File: config.mk
export PLATFORM = sky130hd
export DESIGN_NAME = pwm_capture
export DESIGN_NICKNAME = d
export VERILOG_FILES = /design/src/rtl/pwm_capture.sv
export SDC_FILE = /design/constraint.sdc
export NUM_CORES = 1
export LEC_CHECK = 0
export CAP_MARGIN = 10
export CORE_AREA = 2 2 128 130
export CTS_BUF_LIST = sky130_fd_sc_hd__clkbuf_8
export DETAILED_ROUTE_END_ITERATION = 12
export DIE_AREA = 0 0 130 132
export PLACE_DENSITY = 0.85
export SYNTH_ARGS = -nofsm -noshare
export SYNTH_HDL_FRONTEND = slang
export SYNTH_SLANG_ARGS = --single-unit
File: constraint.sdc
create_clock -name clk -period 2.26 [get_ports clk]
set_input_delay 0.452 -clock clk [delete_from_list [all_inputs] [get_ports clk]]
set_output_delay 0.452 -clock clk [all_outputs]
set_load 0.005 [all_outputs]
File: src/rtl/pwm_capture.sv
// PWM receiver: synchronises pwm_in, measures period/high time between rising edges,
// publishes each pair with a one-cycle strobe and flags a stalled input after a timeout.
module pwm_capture #(
  parameter int PWM_SIZE    = 32,
  parameter int SYNC_STAGES = 2
) (
  input  logic                clk,
  input  logic                rst_n,
  input  logic                enable,
  input  logic                pwm_in,
  input  logic [PWM_SIZE-1:0] timeout_cycles,
  output logic [PWM_SIZE-1:0] meas_period,
  output logic [PWM_SIZE-1:0] meas_high,
  output logic                meas_valid,
  output logic                stuck,
  output logic                stuck_level
);

  typedef enum logic [1:0] {WAIT_RISE, MEASURE, STALL} state_t;

  localparam logic [PWM_SIZE-1:0] ALL_ONES = '1;
  localparam logic [PWM_SIZE-1:0] ONE      = PWM_SIZE'(1);

  state_t                  state;
  logic [SYNC_STAGES-1:0]  sync_q;
  logic                    s, s_d, rise, fall;
  logic [PWM_SIZE-1:0]     per_cnt, hi_cnt, hi_lat, lim;

  assign s    = sync_q[SYNC_STAGES-1];
  assign rise = s & ~s_d;
  assign fall = ~s & s_d;
  assign lim  = (timeout_cycles == '0) ? ALL_ONES : timeout_cycles;

  // Synchroniser runs regardless of enable so edge detection is valid on re-enable.
  always_ff @(posedge clk or negedge rst_n) begin
    if (!rst_n) begin
      sync_q <= '0;
      s_d    <= 1'b0;
    end else begin
      sync_q <= {sync_q[SYNC_STAGES-2:0], pwm_in};
      s_d    <= s;
    end
  end

  always_ff @(posedge clk or negedge rst_n) begin
    if (!rst_n) begin
      state       <= WAIT_RISE;
      per_cnt     <= '0;
      hi_cnt      <= '0;
      hi_lat      <= '0;
      meas_period <= '0;
      meas_high   <= '0;
      meas_valid  <= 1'b0;
      stuck       <= 1'b0;
      stuck_level <= 1'b0;
    end else if (!enable) begin
      state      <= WAIT_RISE;
      meas_valid <= 1'b0;
      stuck      <= 1'b0;
    end else begin
      meas_valid <= 1'b0;

      // Counters saturate so a dead input can never wrap back into a plausible period.
      if (rise) begin
        per_cnt <= ONE;
        hi_cnt  <= ONE;
      end else begin
        if (per_cnt != ALL_ONES) per_cnt <= per_cnt + ONE;
        if (s && hi_cnt != ALL_ONES) hi_cnt <= hi_cnt + ONE;
      end
      if (fall) hi_lat <= hi_cnt;

      case (state)
        WAIT_RISE: begin
          if (rise) state <= MEASURE;
        end
        MEASURE: begin
          if (rise) begin
            meas_period <= per_cnt;
            meas_high   <= hi_lat;
            meas_valid  <= 1'b1;
          end else if (per_cnt == lim) begin
            state       <= STALL;
            stuck       <= 1'b1;
            stuck_level <= s;
          end
        end
        STALL: begin
          // The stalled interval is not a real period, so nothing is published here.
          if (rise) begin
            state <= MEASURE;
            stuck <= 1'b0;
          end
        end
        default: state <= WAIT_RISE;
      endcase
    end
  end

endmodule

==> results.md, run 1 <==
- Asr flop ratio synth: between 90% and 100%
- Antenna cells: 0
- Via count of the first global-routing pass: roughly 7000
- PwrDens: around 590 nW/um2
- Core ar.: about 16000 um2
- Status: finished with violations
- First-pass GRT wire length: ~35000 um
- Clk buf depth: 2
- Largest net degree at the start of global routing: 44
- # rows: between 40 and 50
- Post-Synth XOR/XNOR Area: under 10%
- Skew final: around 0.016 ns
- Failing checks: setup timing
- Post-Synth Adder-Cell Area: less than 1%
- Layout cell share with drive strength beyond 1: 28.1%
- Combinational share of power: 14.6%
- Via count: ~7000
- Min Tclk post-route: 2.30 ns
- Leakage: 5.25 nW
- Synth Area in Compound Gates: between 6 and 7%
- RSZ-0062 raised after global routing: yes
- Net Sw Power: about 1.8 mW
- Final hold viol count: 0
- Post-synth EDFFs: 0
- Cell area after synthesis: around 8000 um2
- CP max FO: 6
- CTS tree: done
- GRT Util Overall: between 20% and 30%
- Met1 usage: about a third
- Drt drc: 0
- Routed WL: 21900 um
- Avg Cell Area, Syn: roughly 9.6 um2
- Final worst-path setup slack: -0.0440 ns
- Seq pwr share: 49.9%
- CTS H-tree lvls: 4
- Ys flop type: dfrtp_1
- Die area: between 15000 and 20000 um2
- Commonest non-fill, non-tap cells in the layout: nand2_1 (244), dfrtp_1 (163), buf_4 (137)
- Initial antenna violation count: 0
- Critical path arrival: 2.70 ns
- Worst skew pair latency: between 0.4 and 0.5 ns
- Internal: around 4.7 mW
- Total number of yosys warnings: 0
- Crit end category: flop
- WL/cell: 16.9 um
- Simple-gate share of the synthesized area: between 20% and 30%
- Hpwl dp: approximately 15000 um
- Die height: around 130 um
- Global-route layer with the greatest usage: met2
- Tot Pwr: ~6.5 mW
- Synth top area cells: dfrtp_1 (52%), nand2_1 (12%), xor2_1 (5.3%), mux2_2 (3.9%), nor2_1 (3.0%)
- Drt first pass iters: 4
- Grt ovf: 0
- Largest family of logic cells by synthesized area: simple AND/OR/NAND/NOR gates
- CP Class: in2reg
- Largest area contributor in the netlist: dfrtp_1
- Hold Crit Class: reg2reg
- Synth Net Count: around 880
- Worst VDD drop: 522 uV
- Critical path required time: ~2.7 ns
- Period utilization: 102%
- Met2 Use GR: ~43%
- Slew Limit Headroom: 73.1%
- Synthesized flop and latch total: about 170
- Met3 usage: 5.19%
- Fmax: 434 MHz
- Sequential-to-total area share from yosys stat: 52.3%
- Final net count: roughly 1100
- # IOs: slightly above 100
- Root buf cell: clkbuf_8
- Synth unique cells: 47
- Area grow syn2layout: 36.6%
- Post-route ant nets: 0
- Initial drt markers: 604
- Setup Viol. Count Final: 1
- Clock-pin slew on the worst setup and hold paths: approximately 0.1 ns
- Clock sink count: between 150 and 200
- Crit path launch type: input pin
- Starting Density: ~50%
- Clock group share of total power: around 36%
- RePlAce Congestion: slightly above 0.9
- Most common cell after layout, fill and taps aside: nand2_1
- Clock buffer count from CTS: 17
- Die Wd: roughly 130 um
- Mux share of post-synthesis cell area: under 10%
- Worst hold margin: approximately 0.38 ns
- Max-cap viol count: 0
- IO buf count: ~100
- Switching share of total power: about 27%
- Yosys top cell area share: between 50 and 60%
- Worst-Margin Slew: ~0.40 ns
- Post-synthesis cell count: 840
- Vias per Instance: around 5.5
- Pins Over Slew Limit: 0
sequential cells by signal, indices dropped and copies added, names as in the netlist, 2 cells and up:
signal       cells
hi_cnt          32
hi_lat          32
meas_high       32
meas_period     32
per_cnt         32
state            2
sync_q           2
timing repair:
action	in CTS	in global routing
buffers inserted	5	14
hold endpoints to repair	36	0
hold buffers	1	0
resized for setup	93	68
setup endpoints to repair	23	52
pin swaps	21	41
gates cloned	1	0
layout make-up:
cell class,instances,area [um2]
sequential,168,4210
clock buffer,17,234
fill,1138,4730
tap,216,270
multi-input combinational,614,3920
inverter,11,41.3
clock inverter,15,188
timing repair buffer,252,2120
power groups by stage:
| stage | Clock (mW) | Sequential (mW) | Combinational [mW] |
|---|---|---|---|
| after detailed placement | 0 | 3.28 | 0.898 |
| after global routing | 2.45 | 3.23 | 1.02 |
| final | 2.29 | 3.22 | 0.940 |
| after floorplan | 0 | 3.26 | 0.339 |
| after global placement | 0 | 3.27 | 0.869 |
| after CTS | 2.33 | 3.22 | 0.893 |
stage by stage:
step                      cells  area [um2]  setup TNS [ns]  util [%]  setup slack (ns)
after floorplan             840        8090         -0.0703         -           -0.0703
after global placement     1242       10200           -3.34      65.1            -0.869
after detailed placement   1242       10200           -4.04      65.1            -0.945
after CTS                  1281       10700         -0.0853      68.2           -0.0297
after global routing       1293       11000          -0.668      69.9            -0.130
final                      1293       11000         -0.0440      69.9           -0.0440
cells by family (layout without fill, tap and decap cells):
kind of cell | count (synthesis) | count (layout)
AO/OA/AOI/OAI | 81 | 81
XOR/XNOR | 68 | 68
adder cells (fa/ha/maj) | 2 | 2
buffers and inverters | 58 | 295
flip-flops | 168 | 168
multiplexers | 28 | 28
AND/OR/NAND/NOR | 435 | 435
synth_stat cells (all sizes together), types with 2 or more instances:
cell type  number
nand2         248
a2111oi         2
o31ai          14
dfrtp         168
xor2           49
or2             2
nor2           64
or4bb          13
xnor2          19
inv            11
nor3            7
a32oi          14
buf            13
o21ai          35
clkbuf         34
a21oi           8
nand3          21
and2            6
nor4bb          2
nand4          18
and4            7
mux2           28
nor4           15
and3           14
ha              2
or3             9
nor2b           2
nand2b          2
nor4b           2
final timing paths:
path	startpoint	end	slack (ns)	cells after the start
worst max-delay path	timeout_cycles[30]	stuck$_DFFE_PN0P_	-0.04	10
max in group asynchronous	rst_n	hi_lat[27]$_DFFE_PN0P_	1.17	3
min in group asynchronous	rst_n	meas_period[24]$_DFFE_PN0P_	0.44	2
worst min-delay path	sync_q[0]$_DFF_PN0_	sync_q[1]$_DFF_PN0_	0.38	0
worst max register to register	per_cnt[3]$_DFFE_PN0P_	stuck$_DFFE_PN0P_	0.01	7
worst min register to register	sync_q[0]$_DFF_PN0_	sync_q[1]$_DFF_PN0_	0.38	0
worst max-delay path, stage by stage:
cell	delay (ns)
clkdlybuf4s15_2	0.21
nor4_4	0.30
nand4_4	0.20
buf_6	0.18
o21ai_2	0.15
a32oi_2	0.15
a2111oi_4	0.36
nand4_2	0.17
or3b_1	0.40
a21oi_1	0.12
layer usage:
layer / share of wire [%] / vias up
met5: 0 / -
met4: 2.7 / 0
met1: 41 / 3470
li1: - / 3299
met3: 5.5 / 44
met2: 51 / 236
Power figures use the tool's default switching activity.
==> run 2: changes to the inputs <==
--- a/config.mk
+++ b/config.mk
@@ -10,6 +10,7 @@
 export CTS_BUF_LIST = sky130_fd_sc_hd__clkbuf_8
 export DETAILED_ROUTE_END_ITERATION = 12
 export DIE_AREA = 0 0 130 132
+export GPL_ROUTABILITY_DRIVEN = 1
 export PLACE_DENSITY = 0.85
 export SYNTH_ARGS = -nofsm -noshare
 export SYNTH_HDL_FRONTEND = slang
==> results of run 2 <==
Final layout, timing and power as in run 1 (identical DEF).
==> run 3: changes to the inputs <==
==> config.mk (replaced) <==
export PLATFORM = sky130hd
export DESIGN_NAME = pwm_capture
export DESIGN_NICKNAME = d
export VERILOG_FILES = /design/src/rtl/pwm_capture.sv
export SDC_FILE = /design/constraint.sdc
export NUM_CORES = 1
export LEC_CHECK = 0
export CAP_MARGIN = 10
export CORE_AREA = 2 2 130 132
export CTS_BUF_LIST = sky130_fd_sc_hd__clkbuf_16
export DETAILED_ROUTE_END_ITERATION = 12
export DIE_AREA = 0 0 132 134
export GPL_ROUTABILITY_DRIVEN = 1
export PLACE_DENSITY = 0.83
export RECOVER_POWER = 25
export SYNTH_ARGS = -nofsm -noshare
export SYNTH_HDL_FRONTEND = slang
export SYNTH_SLANG_ARGS = --single-unit
==> results.md, run 3 (same netlist as run 1, synthesis figures left out) <==
- # rows: 47 (was 46)
- Clock buffer count from CTS: 17 (unchanged)
- Die area: 17700 um2 (was 17200 um2)
- Via count of the first global-routing pass: 7161 (was 7029)
- Drt first pass iters: 5 (was 4)
- CP max FO: 8 (was 6)
- Final net count: 1118 (was 1102)
- Final worst-path setup slack: -0.0669 ns (was -0.0440 ns)
- Min Tclk post-route: 2.33 ns (was 2.30 ns)
- FF+latch area: 4210 um2 (about the same)
- CTS H-tree lvls: 4 (unchanged)
- Root buf cell: clkbuf_16 (was clkbuf_8)
- Vias per Instance: 5.48 (was 5.45)
- Pins Over Slew Limit: 0 (unchanged)
- Most common cell after layout, fill and taps aside: nand2_1 (unchanged)
- WL/cell: 17.6 um (was 16.9 um)
- Commonest non-fill, non-tap cells in the layout: nand2_1 (241), dfrtp_1 (162), buf_4 (142) (was nand2_1 (244), dfrtp_1 (163), buf_4 (137))
- Setup Viol. Count Final: 2 (was 1)
- Routed wl met3: 1010 um (was 1200 um)
- Worst VDD drop: 644 uV (was 522 uV)
- Status: finished with violations (unchanged)
- Internal: 5.68 mW (was 4.68 mW)
- Switching share of total power: 24.1% (was 27.5%)
- First-pass GRT wire length: 36400 um (was 34600 um)
- Fmax: 430 MHz (was 434 MHz)
- Drt drc: 0 (unchanged)
- Core ar.: 16300 um2 (was 15700 um2)
- CTS tree: done (unchanged)
- Initial drt markers: 507 (was 604)
- RSZ-0062 raised after global routing: yes (unchanged)
- Clk buf depth: 2 (unchanged)
- Max-cap viol count: 0 (unchanged)
- Clock group share of total power: 43.1% (was 35.5%)
- Seq pwr share: 43.2% (was 49.9%)
- Slew Limit Headroom: 13.0% (was 73.1%)
- Starting Density: 49.3% (was 51.2%)
- Clock sink count: 168 (unchanged)
- Die Wd: 132 um (was 130 um)
- Dpl ws: -0.924 ns (was -0.945 ns)
- Leakage: 5.54 nW (was 5.25 nW)
- Largest net degree at the start of global routing: 65 (was 44)
- GRT Util Overall: 25.8% (was 25.5%)
- CP Class: in2reg (unchanged)
- Clock-pin slew on the worst setup and hold paths: 0.06 ns (was 0.10 ns)
- # IOs: 103 (unchanged)
- Hpwl dp: 15100 um (was 15400 um)
- PwrDens: 647 nW/um2 (was 588 nW/um2)
- Crit path launch type: input pin (unchanged)
- Skew final: 0.00750 ns (was 0.0163 ns)
- Grt ovf: 0 (unchanged)
- Antenna cells: 0 (unchanged)
- Crit end category: flop (unchanged)
- Setup TNS: -0.116 ns (was -0.0440 ns)
- Highest metal used: met4 (unchanged)
- Combinational share of power: 13.7% (was 14.6%)
- RePlAce Congestion: 0.914 (was 0.922)
- Critical path required time: 2.61 ns (was 2.65 ns)
- Critical path arrival: 2.68 ns (was 2.70 ns)
- Met2 routed WL: 11800 um (was 11100 um)
- Multi-input gate area: 4110 um2 (was 3920 um2)
- Area grow syn2layout: 43.9% (was 36.6%)
- Net Sw Power: 1.80 mW (was 1.77 mW)
- Final hold viol count: 0 (unchanged)
- Period utilization: 103% (was 102%)
- Hold Crit Class: reg2reg (unchanged)
- Post-route ant nets: 0 (unchanged)
- M1 wire length: 9470 um (was 9030 um)
- Via count: 7187 (was 7049)
- Initial antenna violation count: 0 (unchanged)
- Die height: 134 um (was 132 um)
- Failing checks: setup timing (unchanged)
- Worst-Margin Slew: 1.30 ns (was 0.403 ns)
- Fillers: 1117 (was 1138)
- Worst skew pair latency: 0.43 ns (was 0.47 ns)
- Routed WL: 23000 um (was 21900 um)
- IO buf count: 102 (unchanged)
- Layout cell share with drive strength beyond 1: 30.3% (was 28.1%)
==> run 3: changes by cell type in the layout (fill, tap and decap cells not counted), sizes merged <==
cell and delta:
clkdlybuf4s15 -1, buf +25, bufinv +3, nand4 +2
dlygate4sd2 -3, clkinv +1, clkbuf -7, clkinvlp -2
inv -3, clkdlybuf4s50 -1, dlygate4sd3 +1
==> run 3: critical path: stages <==
cell and delay (ns):
buf_2 0.12, nor4_4 0.30, buf_4 0.17, nand4_4 0.16, buf_6 0.18, o21ai_2 0.10
a32oi_1 0.11, nor4_2 0.35, nand4_2 0.18, or3b_1 0.41, a21oi_1 0.13
==> run 3: final timing paths <==
| path | from | to | slack (ns) | cells after the start |
|---|---|---|---|---|
| max | timeout_cycles[6] | stuck$_DFFE_PN0P_ | -0.07 | 11 |
| min | sync_q[0]$_DFF_PN0_ | sync_q[1]$_DFF_PN0_ | 0.39 | 0 |
| max reg2reg | per_cnt[9]$_DFFE_PN0P_ | stuck$_DFFE_PN0P_ | -0.06 | 7 |
| min reg2reg | sync_q[0]$_DFF_PN0_ | sync_q[1]$_DFF_PN0_ | 0.39 | 0 |
| max in group asynchronous | rst_n | per_cnt[26]$_DFFE_PN0P_ | 0.32 | 3 |
| min in group asynchronous | rst_n | meas_period[24]$_DFFE_PN0P_ | 0.86 | 2 |
==> run 3: repair_timing <==
| item | in CTS | in global routing |
|---|---|---|
| pin swaps | 32 | 44 |
| hold buffers | 1 | 0 |
| cloned | 2 | 0 |
| buffers inserted | 17 | 14 |
| setup endpoints to repair | 17 | 45 |
| hold endpoints to repair | 46 | 0 |
| resized for setup | 158 | 72 |
==> run 3: metal layers <==
| layer | vias to the layer above | global-route usage (%) |
|---|---|---|
| met4 | 0 | 8.57 |
| met3 | 60 | 5.03 |
| met1 | 3571 | 31.6 |
| li1 | 3336 | - |
| met5 | - | 0 |
| met2 | 220 | 46.0 |
==> run 3: per-stage QoR <==
step | hold WS (ns) | util (%) | cell area (um2) | total power [mW] | std cells
6_report | 0.388 | 71.0 | 11600 | 7.48 | 1312
5_1_grt | 0.393 | 71.0 | 11600 | 7.74 | 1312
4_1_cts | 0.380 | 69.0 | 11200 | 7.45 | 1301
3_5_place_dp | 0.363 | 63.0 | 10300 | 4.18 | 1250
3_3_place_gp | 0.363 | 63.0 | 10300 | 4.15 | 1250
2_1_floorplan | 0.156 | - | 8090 | 3.60 | 840
==> run 3: cell type report <==
type                    count  share of cell area (%)
inverters                  11                   0.357
clock inverters            14                    1.99
clock buffers              17                    3.68
well taps                 220                    2.38
flip-flops and latches    168                    36.4
repair buffers            266                    19.7
multi-input cells         616                    35.5
==> run 3: power by group through the flow <==
stage                     Sequential [mW]  Clock, mW  Combinational [mW]
after floorplan                      3.26          0               0.339
after global placement               3.27          0               0.884
after detailed placement             3.27          0               0.905
after CTS                            3.22       3.27               0.957
after global routing                 3.24       3.39                1.11
final                                3.23       3.22                1.03
